[config.mk]
export PLATFORM = sky130hd
export DESIGN_NAME = mmu_line_fetcher
export DESIGN_NICKNAME = d
export VERILOG_FILES = /design/src/rtl/mmu_line_fetcher.sv
export SDC_FILE = /design/constraint.sdc
export NUM_CORES = 1
export LEC_CHECK = 0
export CORE_MARGIN = 10
export CORE_UTILIZATION = 50
export DETAILED_ROUTE_END_ITERATION = 10
export HOLD_SLACK_MARGIN = 0.05
export PLACE_DENSITY = 0.85
export SLEW_MARGIN = 20
export SYNTH_ARGS = -nofsm -noshare
export SYNTH_HDL_FRONTEND = slang
export SYNTH_SLANG_ARGS = --single-unit
[constraint.sdc]
create_clock -name sys_clk -period 6.9 [get_ports sys_clk]
set_clock_uncertainty 0.15 [all_clocks]
set_input_delay 1.38 -clock sys_clk [delete_from_list [all_inputs] [get_ports sys_clk]]
set_output_delay 1.38 -clock sys_clk [all_outputs]
set_load 0.03 [all_outputs]
[src/rtl/mmu_line_fetcher.sv]
// ============================================================================
// Module      : mmu_line_fetcher
// Description : Responder side of the L1<->MMU line-read interface. Accepts a
//               level read request from the L1 cache, fetches one 32-byte
//               line (8 words) or one MMIO word from 32-bit backing memory
//               with a single outstanding read, and returns the result on a
//               256-bit bus with a one-cycle done pulse.
// Option      : MMU_FILL_STATS_EN - when defined, adds the fill/MMIO/busy
//               statistics counter outputs.
// Revision    : 1.0 - initial release
// ============================================================================
`default_nettype none
`timescale 1ns/1ps

module mmu_line_fetcher #(
  parameter logic [3:0] MMIO_TAG   = 4'hF,
  parameter int         LINE_WORDS = 8
) (
  input  logic                       sys_clk,
  input  logic                       rst,
  // L1 request side
  input  logic                       l1_mmu_req_read,
  input  logic [31:0]                l1_mmu_req_addr,
  output logic                       mmu_l1_done,
  output logic [LINE_WORDS*32-1:0]   mmu_l1_read_data,
  // Memory / MMIO bus side
  output logic                       mem_req,
  output logic [31:0]                mem_addr,
  input  logic                       mem_ready,
  input  logic                       mem_rvalid,
`ifdef MMU_FILL_STATS_EN
  output logic [31:0]                stat_fills,
  output logic [31:0]                stat_mmio,
  output logic [31:0]                stat_busy,
`endif
  input  logic [31:0]                mem_rdata
);

  // --------------------------------------------------------------------------
  // State encoding
  // --------------------------------------------------------------------------
  localparam logic [2:0] S_IDLE = 3'd0;
  localparam logic [2:0] S_REQ  = 3'd1;
  localparam logic [2:0] S_WAIT = 3'd2;
  localparam logic [2:0] S_DONE = 3'd3;
  localparam logic [2:0] S_HOLD = 3'd4;

  // The beat counter covers address bits [4:2]; the line is fixed at 8 words.
  localparam int         BEAT_W    = 3;
  localparam logic [BEAT_W-1:0] LAST_BEAT = 3'(LINE_WORDS - 1);

  // --------------------------------------------------------------------------
  // Registers and next-state values
  // --------------------------------------------------------------------------
  logic [2:0]                   state_q,    state_d;
  logic [BEAT_W-1:0]            beat_q,     beat_d;
  logic                         mmio_q,     mmio_d;
  logic [31:0]                  base_q,     base_d;
  logic [LINE_WORDS-1:0][31:0]  line_q,     line_d;
  logic                         mem_req_q,  mem_req_d;
  logic [31:0]                  mem_addr_q, mem_addr_d;
  logic                         done_q,     done_d;

  // Request decode: MMIO goes out as a single aligned word, cached reads
  // are aligned down to the 32-byte line.
  logic        req_is_mmio;
  logic [31:0] req_base;
  logic        unused_addr_bits;

  assign req_is_mmio      = (l1_mmu_req_addr[31:28] == MMIO_TAG);
  assign req_base         = req_is_mmio ? {l1_mmu_req_addr[31:2], 2'b00}
                                        : {l1_mmu_req_addr[31:5], 5'b0_0000};
  // Byte-lane bits never reach the memory bus.
  assign unused_addr_bits = ^l1_mmu_req_addr[1:0];

  // Next-state logic for the fetch sequencer and line buffer
  always_comb begin
    state_d = state_q;
    beat_d  = beat_q;
    mmio_d  = mmio_q;
    base_d  = base_q;
    line_d  = line_q;

    case (state_q)
      S_IDLE: begin
        if (l1_mmu_req_read) begin
          // Latch the address now; later changes on the request bus are
          // deliberately ignored for the rest of the fetch.
          mmio_d  = req_is_mmio;
          base_d  = req_base;
          line_d  = '0;
          beat_d  = '0;
          state_d = S_REQ;
        end
      end

      S_REQ: begin
        if (mem_ready) begin
          state_d = S_WAIT;
        end
      end

      S_WAIT: begin
        if (mem_rvalid) begin
          line_d[beat_q] = mem_rdata;
          if (mmio_q || (beat_q == LAST_BEAT)) begin
            state_d = S_DONE;
          end else begin
            beat_d  = beat_q + 1'b1;
            state_d = S_REQ;
          end
        end
      end

      S_DONE: begin
        state_d = S_HOLD;
      end

      // The requester drops its registered request one cycle after done;
      // this cycle swallows that lingering level so it is not a new fetch.
      S_HOLD: begin
        state_d = S_IDLE;
      end

      default: begin
        state_d = S_IDLE;
      end
    endcase
  end

  // Registered bus outputs derived from the upcoming state
  always_comb begin
    mem_req_d  = (state_d == S_REQ);
    mem_addr_d = mem_addr_q;
    if (state_d == S_REQ) begin
      // The beat only ever replaces bits [4:2], so no carry into the tag.
      mem_addr_d = {base_d[31:5], base_d[4:2] + beat_d, 2'b00};
    end
    done_d = (state_d == S_DONE);
  end

  // State and datapath registers with synchronous reset
  always_ff @(posedge sys_clk) begin
    if (rst) begin
      state_q    <= S_IDLE;
      beat_q     <= '0;
      mmio_q     <= 1'b0;
      base_q     <= '0;
      line_q     <= '0;
      mem_req_q  <= 1'b0;
      mem_addr_q <= '0;
      done_q     <= 1'b0;
    end else begin
      state_q    <= state_d;
      beat_q     <= beat_d;
      mmio_q     <= mmio_d;
      base_q     <= base_d;
      line_q     <= line_d;
      mem_req_q  <= mem_req_d;
      mem_addr_q <= mem_addr_d;
      done_q     <= done_d;
    end
  end

  assign mem_req          = mem_req_q;
  assign mem_addr         = mem_addr_q;
  assign mmu_l1_done      = done_q;
  assign mmu_l1_read_data = line_q;

`ifdef MMU_FILL_STATS_EN
  // --------------------------------------------------------------------------
  // Fill statistics; all counters wrap naturally at 2^32.
  // --------------------------------------------------------------------------
  logic [31:0] fills_q, mmio_cnt_q, busy_q;

  // Count completed line fills, MMIO reads and cycles spent outside IDLE
  always_ff @(posedge sys_clk) begin
    if (rst) begin
      fills_q    <= '0;
      mmio_cnt_q <= '0;
      busy_q     <= '0;
    end else begin
      if (state_q != S_IDLE) begin
        busy_q <= busy_q + 32'd1;
      end
      if (state_q == S_DONE) begin
        if (mmio_q) begin
          mmio_cnt_q <= mmio_cnt_q + 32'd1;
        end else begin
          fills_q    <= fills_q + 32'd1;
        end
      end
    end
  end

  assign stat_fills = fills_q;
  assign stat_mmio  = mmio_cnt_q;
  assign stat_busy  = busy_q;
`endif

endmodule

`default_nettype wire

# Yosys cells after proc, flatten, opt, wreduce, memory -nomap -nowiden
# Cells that the tools add are included.
[word_totals] reg_bits=327 out_inout_bits=290 wordCells=53
[classes] add_sub_neg=2 order_cmp=2 n_eq_ne=9 mux=18 n_reduce_logical=6
[ops] op="$mux 256" count=2
[ops] op="$pmux 256 s2" count=1
[ops] op="$bwmux 256" count=1
[ops] op="$demux 32 s3" count=1
[ops] op="$mux 32" count=3
[ops] op="$mux 3" count=6
[ops] op="$pmux 3 s4" count=1
[ops] op="$eq 3x2->1 const B" count=3
[ops] op="$eq 3x1->1 const B" count=2
[ops] op="$pmux 3 s2" count=1
[ops] op="$mux 5" count=1
[ops] op="$eq 4x4->1 const B" count=1
[ops] op="$lt 3x4->1 const B" count=1
[ops] op="$ne 2x2->1 const B" count=2
[ops] op="$add 3x1->3 const B" count=1
[ops] op="$add 3x3->3" count=1
[ops] op="$eq 3x3->1 const B" count=1
[ops] op="$ge 3x1->1 const B" count=1
[ops] op="$logic_not 3->1" count=1
[ops] op="$reduce_and 3->1" count=1
[ops] op="$mux 2" count=1
[ops] op="$reduce_and 2->1" count=1
[ops] op="$reduce_bool 2->1" count=1
[ops] op="$logic_and 1x1->1" count=1
[ops] op="$logic_or 1x1->1" count=1

# Longest topological paths before layout
[depth] word_depth=7 ltp_mapped=11 ltp_nobuf=11

# Worst setup path after synthesis
# No wires, ideal clock.
[synth_path] kind="input -> register" start="input port l1_mmu_req_read" end="register mem_addr_q[4], in the netlist mem_addr[4]" setup_ns=0.081 t_arrival_ns=3.191 t_required_ns=6.669 slack_ns=3.478 stages=9 cell_sequence="nand3_1 -> clkbuf_1 -> nand3_1 -> o21ai_0 -> ha_1 -> inv_1 -> fa_1 -> xor3_1 -> a211oi_2"
[synth_via] elab_chain_cells=3
[synth_lines] element="start, declared" line_no="22" rtl="input logic l1_mmu_req_read,"
[synth_lines] element="$mux 3" line_no="86" rtl="if (l1_mmu_req_read) begin"
[synth_lines] element="$pmux 3 s2" line_no="84" rtl="case (state_q)"
[synth_lines] element="net beat_d[0]" line_no="56" rtl="logic [BEAT_W-1:0] beat_q, beat_d;"
[synth_lines] element="$add 3x3->3" line_no="137" rtl="mem_addr_d = {base_d[31:5], base_d[4:2] + beat_d, 2'b00};"
[synth_lines] element="end signal, assigned" line_no="160" rtl="mem_addr_q <= mem_addr_d;"
[synth_lines] element="end, declared" line_no="61" rtl="logic [31:0] mem_addr_q, mem_addr_d;"
# The timed path passes the listed nets, and every way through them passes these cells.
# A chain may end at the register's enable or synchronous reset.

# Final worst setup path
[layout_path] start="input port mem_rvalid" end="register mem_addr_q[4], in the netlist mem_addr[4]"
[layout_via] elab_chain_cells=3
[layout_lines] element="start, declared" line_no="30" rtl="input logic mem_rvalid,"
[layout_lines] element="$mux 3" line_no="104" rtl="if (mem_rvalid) begin"
[layout_lines] element="$pmux 3 s2" line_no="84"
[layout_lines] element="net beat_d[0]" line_no="56"
[layout_lines] element="$add 3x3->3" line_no="137"
# The timed path passes the listed nets, and every way through them passes these cells.

==> results.md <==
Run status:
- The flow ran to the end, and the final reports show no timing, DRC or antenna violations.

Timing:
- The count of final setup violators is 0.
- The worst path needs ~4.5 ns of the cycle, external delays included.
- The count of final max-slew check failures is 0.
- The actual slew at the worst max-slew pin is between 1 and 1.5 ns.
- The count of endpoints failing hold in the final timing report is 0.
- Measured against its own limit, the worst slew margin works out to 0.2117.
- The final period utilization is 0.6518.
- In the final timing run, aggregate negative setup slack is 0 ns.
- Setup slack on the critical path of the routed design comes to between 2 and 2.5 ns.
- The worst hold slack across all endpoints is 0.3350 ns.
- Setup repair after global routing left no endpoint under its margin.
- The highest achievable clock rate is about 220 MHz.

Place:
- Summed over all nets, the half-perimeter wirelength after detailed placement is about 26,000 um.
- Routability-driven placement finished with a final weighted congestion of approximately 0.84.
- At the placement stage, the worst setup path has a slack of 2.068 ns.
- During placement, the flow inserted port buffers numbering approximately 350.
- The placed cell area is roughly 15,000 sq um.

Worst setup path:
- The endpoint arrival time on the critical path is 4.76 ns.
- The worst reg2reg path depth is 8.
- By startpoint and endpoint, the worst setup path is classified as in2reg.
- For the worst setup path, the data required time is 7.17 ns.
- The start point of the critical path is mem_rvalid.
- The kind of end point of the critical path is a register.
- In this run the register-to-register setup slack is around 3.3 ns.
- The critical path launch point type is a primary input.
- The maximum fanout along the worst path is 35.
- The critical path ends at mem_addr[4].
- The startpoint identified for the worst register-to-register timing path is state_q[1].
- The reg-to-reg critical path endpoint is mem_addr[4].

Worst hold path:
- The hold-critical path depth is 2.
- The tightest min-delay check is of the reg2reg type.

Global routing:
- The via count of the first global-routing pass was ~9,900.
- The remaining global-route overflow is 0.
- The largest net degree at the start of global routing is ~180.
- The first global-routing pass estimated 61,440 um of wire.
- Across every metal layer, demand over resource in global routing totals 0.2676.
- The initial antenna violation count is 0.

Detailed routing:
- The violation count after the first detailed-route iteration is approximately 1,100.
- After detailed routing, the number of vias per cell comes to slightly below 6.
- Summing over every cut layer, the via total after detailed routing is ~10,000.
- The residual DRC count is 0.
- The total detailed-routing wirelength is approximately 41,000 um.
- The average wire per cell in the routed design is around 23 um.
- The number of detailed-route iterations in the first pass is 6.
- The number of nets still failing antenna checks after routing is 0.

Cells and area:
- Fill cells in the final layout number about 1,600.
- The footprint of the flip-flops and latches is about 6500 sq um.
- The most common cell after layout, fill and taps aside is sky130_fd_sc_hd__clkdlybuf4s50_1.
- After the last flow step, the layout net total stands at between 1,500 and 2,000.
- In the final layout, the share of cells above drive strength 1 is 0.07827.
- The layout overhead on the synthesized area is 41.53%.
- The number of antenna repair diodes is 0.
- The final instance area is roughly 16,000 sq um.
- The library cells used most frequently in the layout, excluding fill and tap cells, are 353 x sky130_fd_sc_hd__clkdlybuf4s50_1, 325 x sky130_fd_sc_hd__dfxtp_1, 322 x sky130_fd_sc_hd__nor2_1.
- The combined area of the multi-input logic cells is 4512 sq um.

Pwr:
- The worst-case IR drop observed on VDD is 0.0002038 V.
- The total power density per cell area is around 260 nW/um^2.
- For this design the static power due to leakage is 0.005830 uW.
- The total power is about 4200 uW.

Synth:
- The count of flip-flops with a built-in enable after synthesis is 0.
- After synthesis the cells add up to 11,530 sq um.
- The part of the Yosys area used for sequential elements is 0.5644.
- After synthesis, the share of flip-flops with an asynchronous set or reset is 0.
- The flip-flop and latch count after synthesis is approximately 330.
- After technology mapping, the gate count stands at 1,192.
- Dividing the synthesized area by the synthesized cell count gives between 9 and 10 sq um.
- The dominant synthesized flop cell is sky130_fd_sc_hd__dfxtp_1.
- Synthesis instantiated 37 different standard cells from the library.
- The number of warning messages in the yosys log is 0.

Die:
- The row count is 55.
- The starting density of the core is 0.5091.
- The boundary pin count is 359.
- The die area is slightly below 30,000 sq um.
- The die extent in x is roughly 170 um.
- The floorplan step defined a core boundary enclosing roughly 23,000 sq um.
- The die outline height is roughly 170 um.

Clocking:
- The clock passes through at most 3 buffers.
- In this run the post-CTS setup repair buffer count came out at 0.
- The register clock-pin slew on the reported worst setup and hold paths is ~0.06 ns.
- The post-cts resize count is 0.
- The later pin in the worst-skew pair is clocked with a latency of ~0.50 ns.
- Buffers inserted to repair hold after CTS numbered 0.
- The TritonCTS clock tree is done.
- The tree is rooted in a sky130_fd_sc_hd__clkbuf_16.
- The number of buffers added by the clock tree synthesis step is 34.
- The H-tree generated during clock tree synthesis spans 2 levels.
- CTS saw 325 sinks.

Job:
- The number of violations of the max-capacitance limit is 0.
==> cells in the mapped netlist (2+ instances only) <==
cell type	n	share of area
sky130_fd_sc_hd__and2_1	32	0.017
sky130_fd_sc_hd__ha_1	3	0.0033
sky130_fd_sc_hd__inv_1	4	0.0013
sky130_fd_sc_hd__mux2i_1	30	0.026
sky130_fd_sc_hd__buf_2	9	0.0039
sky130_fd_sc_hd__nand2_1	6	0.0020
sky130_fd_sc_hd__nor2b_1	3	0.0016
sky130_fd_sc_hd__a31oi_1	3	0.0016
sky130_fd_sc_hd__nand3_1	2	0.00087
sky130_fd_sc_hd__o21ai_1	8	0.0035
sky130_fd_sc_hd__a22oi_1	257	0.17
sky130_fd_sc_hd__a211oi_2	29	0.031
sky130_fd_sc_hd__dfxtp_1	325	0.56
sky130_fd_sc_hd__and3b_1	2	0.0015
sky130_fd_sc_hd__and3_1	4	0.0022
sky130_fd_sc_hd__clkbuf_2	29	0.013
sky130_fd_sc_hd__clkbuf_1	91	0.030
sky130_fd_sc_hd__buf_4	7	0.0046
sky130_fd_sc_hd__nor3_1	4	0.0017
sky130_fd_sc_hd__nor2_1	323	0.11
sky130_fd_sc_hd__nor3b_1	3	0.0020
sky130_fd_sc_hd__buf_6	3	0.0029
==> worst min path at each step <==
| stage | start | to | slack [ns] |
|---|---|---|---|
| global placement | mmio_q | mmio_q | 0.32 |
| detailed placement | mmio_q | mmio_q | 0.33 |
| CTS | mmio_q | mmio_q | 0.34 |
| floorplan | mmio_q | mmio_q | 0.29 |
| finish | mmio_q | mmio_q | 0.33 |
| global route | mmu_l1_read_data[230] | mmu_l1_read_data[230] | 0.37 |
==> critical path: stages <==
cell	delay (ns)
sky130_fd_sc_hd__clkdlybuf4s50_1	0.53
sky130_fd_sc_hd__and4bb_2	0.87
sky130_fd_sc_hd__nand2_1	0.28
sky130_fd_sc_hd__o21ai_0	0.37
sky130_fd_sc_hd__ha_1	0.21
sky130_fd_sc_hd__inv_1	0.06
sky130_fd_sc_hd__fa_1	0.44
sky130_fd_sc_hd__xor3_1	0.41
sky130_fd_sc_hd__a211oi_2	0.21
==> report_power, final <==
group	switching [uW]	internal [uW]
Sequential	17.2	1910
Combinational	252	137
Clock	743	1180
Total	1010	3230
==> cell families (layout without fill, tap and decap cells) <==
family          Yosys count  in the layout  synth area share
fa+ha+maj                 4              4          0.004993
other cells               1              2         0.0003253
flops                   325            325            0.5644
xor+xnor                  1              1          0.002062
compound gates          302            302            0.2082
simple gates            385            385            0.1387
mux                      30             30           0.02605
buf+inv                 144            433           0.05525
==> registers in the layout, summed over array words and instances (netlist names) <==
name / cells
mmu_l1_read_data: 256
mem_req: 1
base_q: 30
mmio_q: 1
state_q: 3
beat_q: 3
mmu_l1_done: 1
mem_addr: 30
==> metal layers <==
metal / GRT usage / part of all wire / up-vias / routed length, um
met5: 0 / 0 / - / 0
met4: 0.1004 / 0.039 / 0 / 1603
met3: 0.09581 / 0.11 / 93 / 4653
met2: 0.4278 / 0.46 / 517 / 19020
met1: 0.3243 / 0.39 / 5038 / 16060
li1: - / - / 4668 / -
==> per-stage QoR <==
| step | instances | util |
|---|---|---|
| 6_report | 1767 | 0.7206 |
| 5_1_grt | 1767 | 0.7206 |
| 4_1_cts | 1764 | 0.7167 |
| 3_5_place_dp | 1703 | 0.6646 |
| 3_3_place_gp | 1702 | 0.6634 |
| 2_1_floorplan | 1193 | - |
==> layout make-up <==
class	count	share of cell area
tap	285	0.02186
timing repair buffer	368	0.2296
clock buffer	51	0.06304
sequential	325	0.3988
inverter	4	0.0009203
multi-input combinational	724	0.2766
clock inverter	10	0.009203
(Power assumes the default switching activity.)
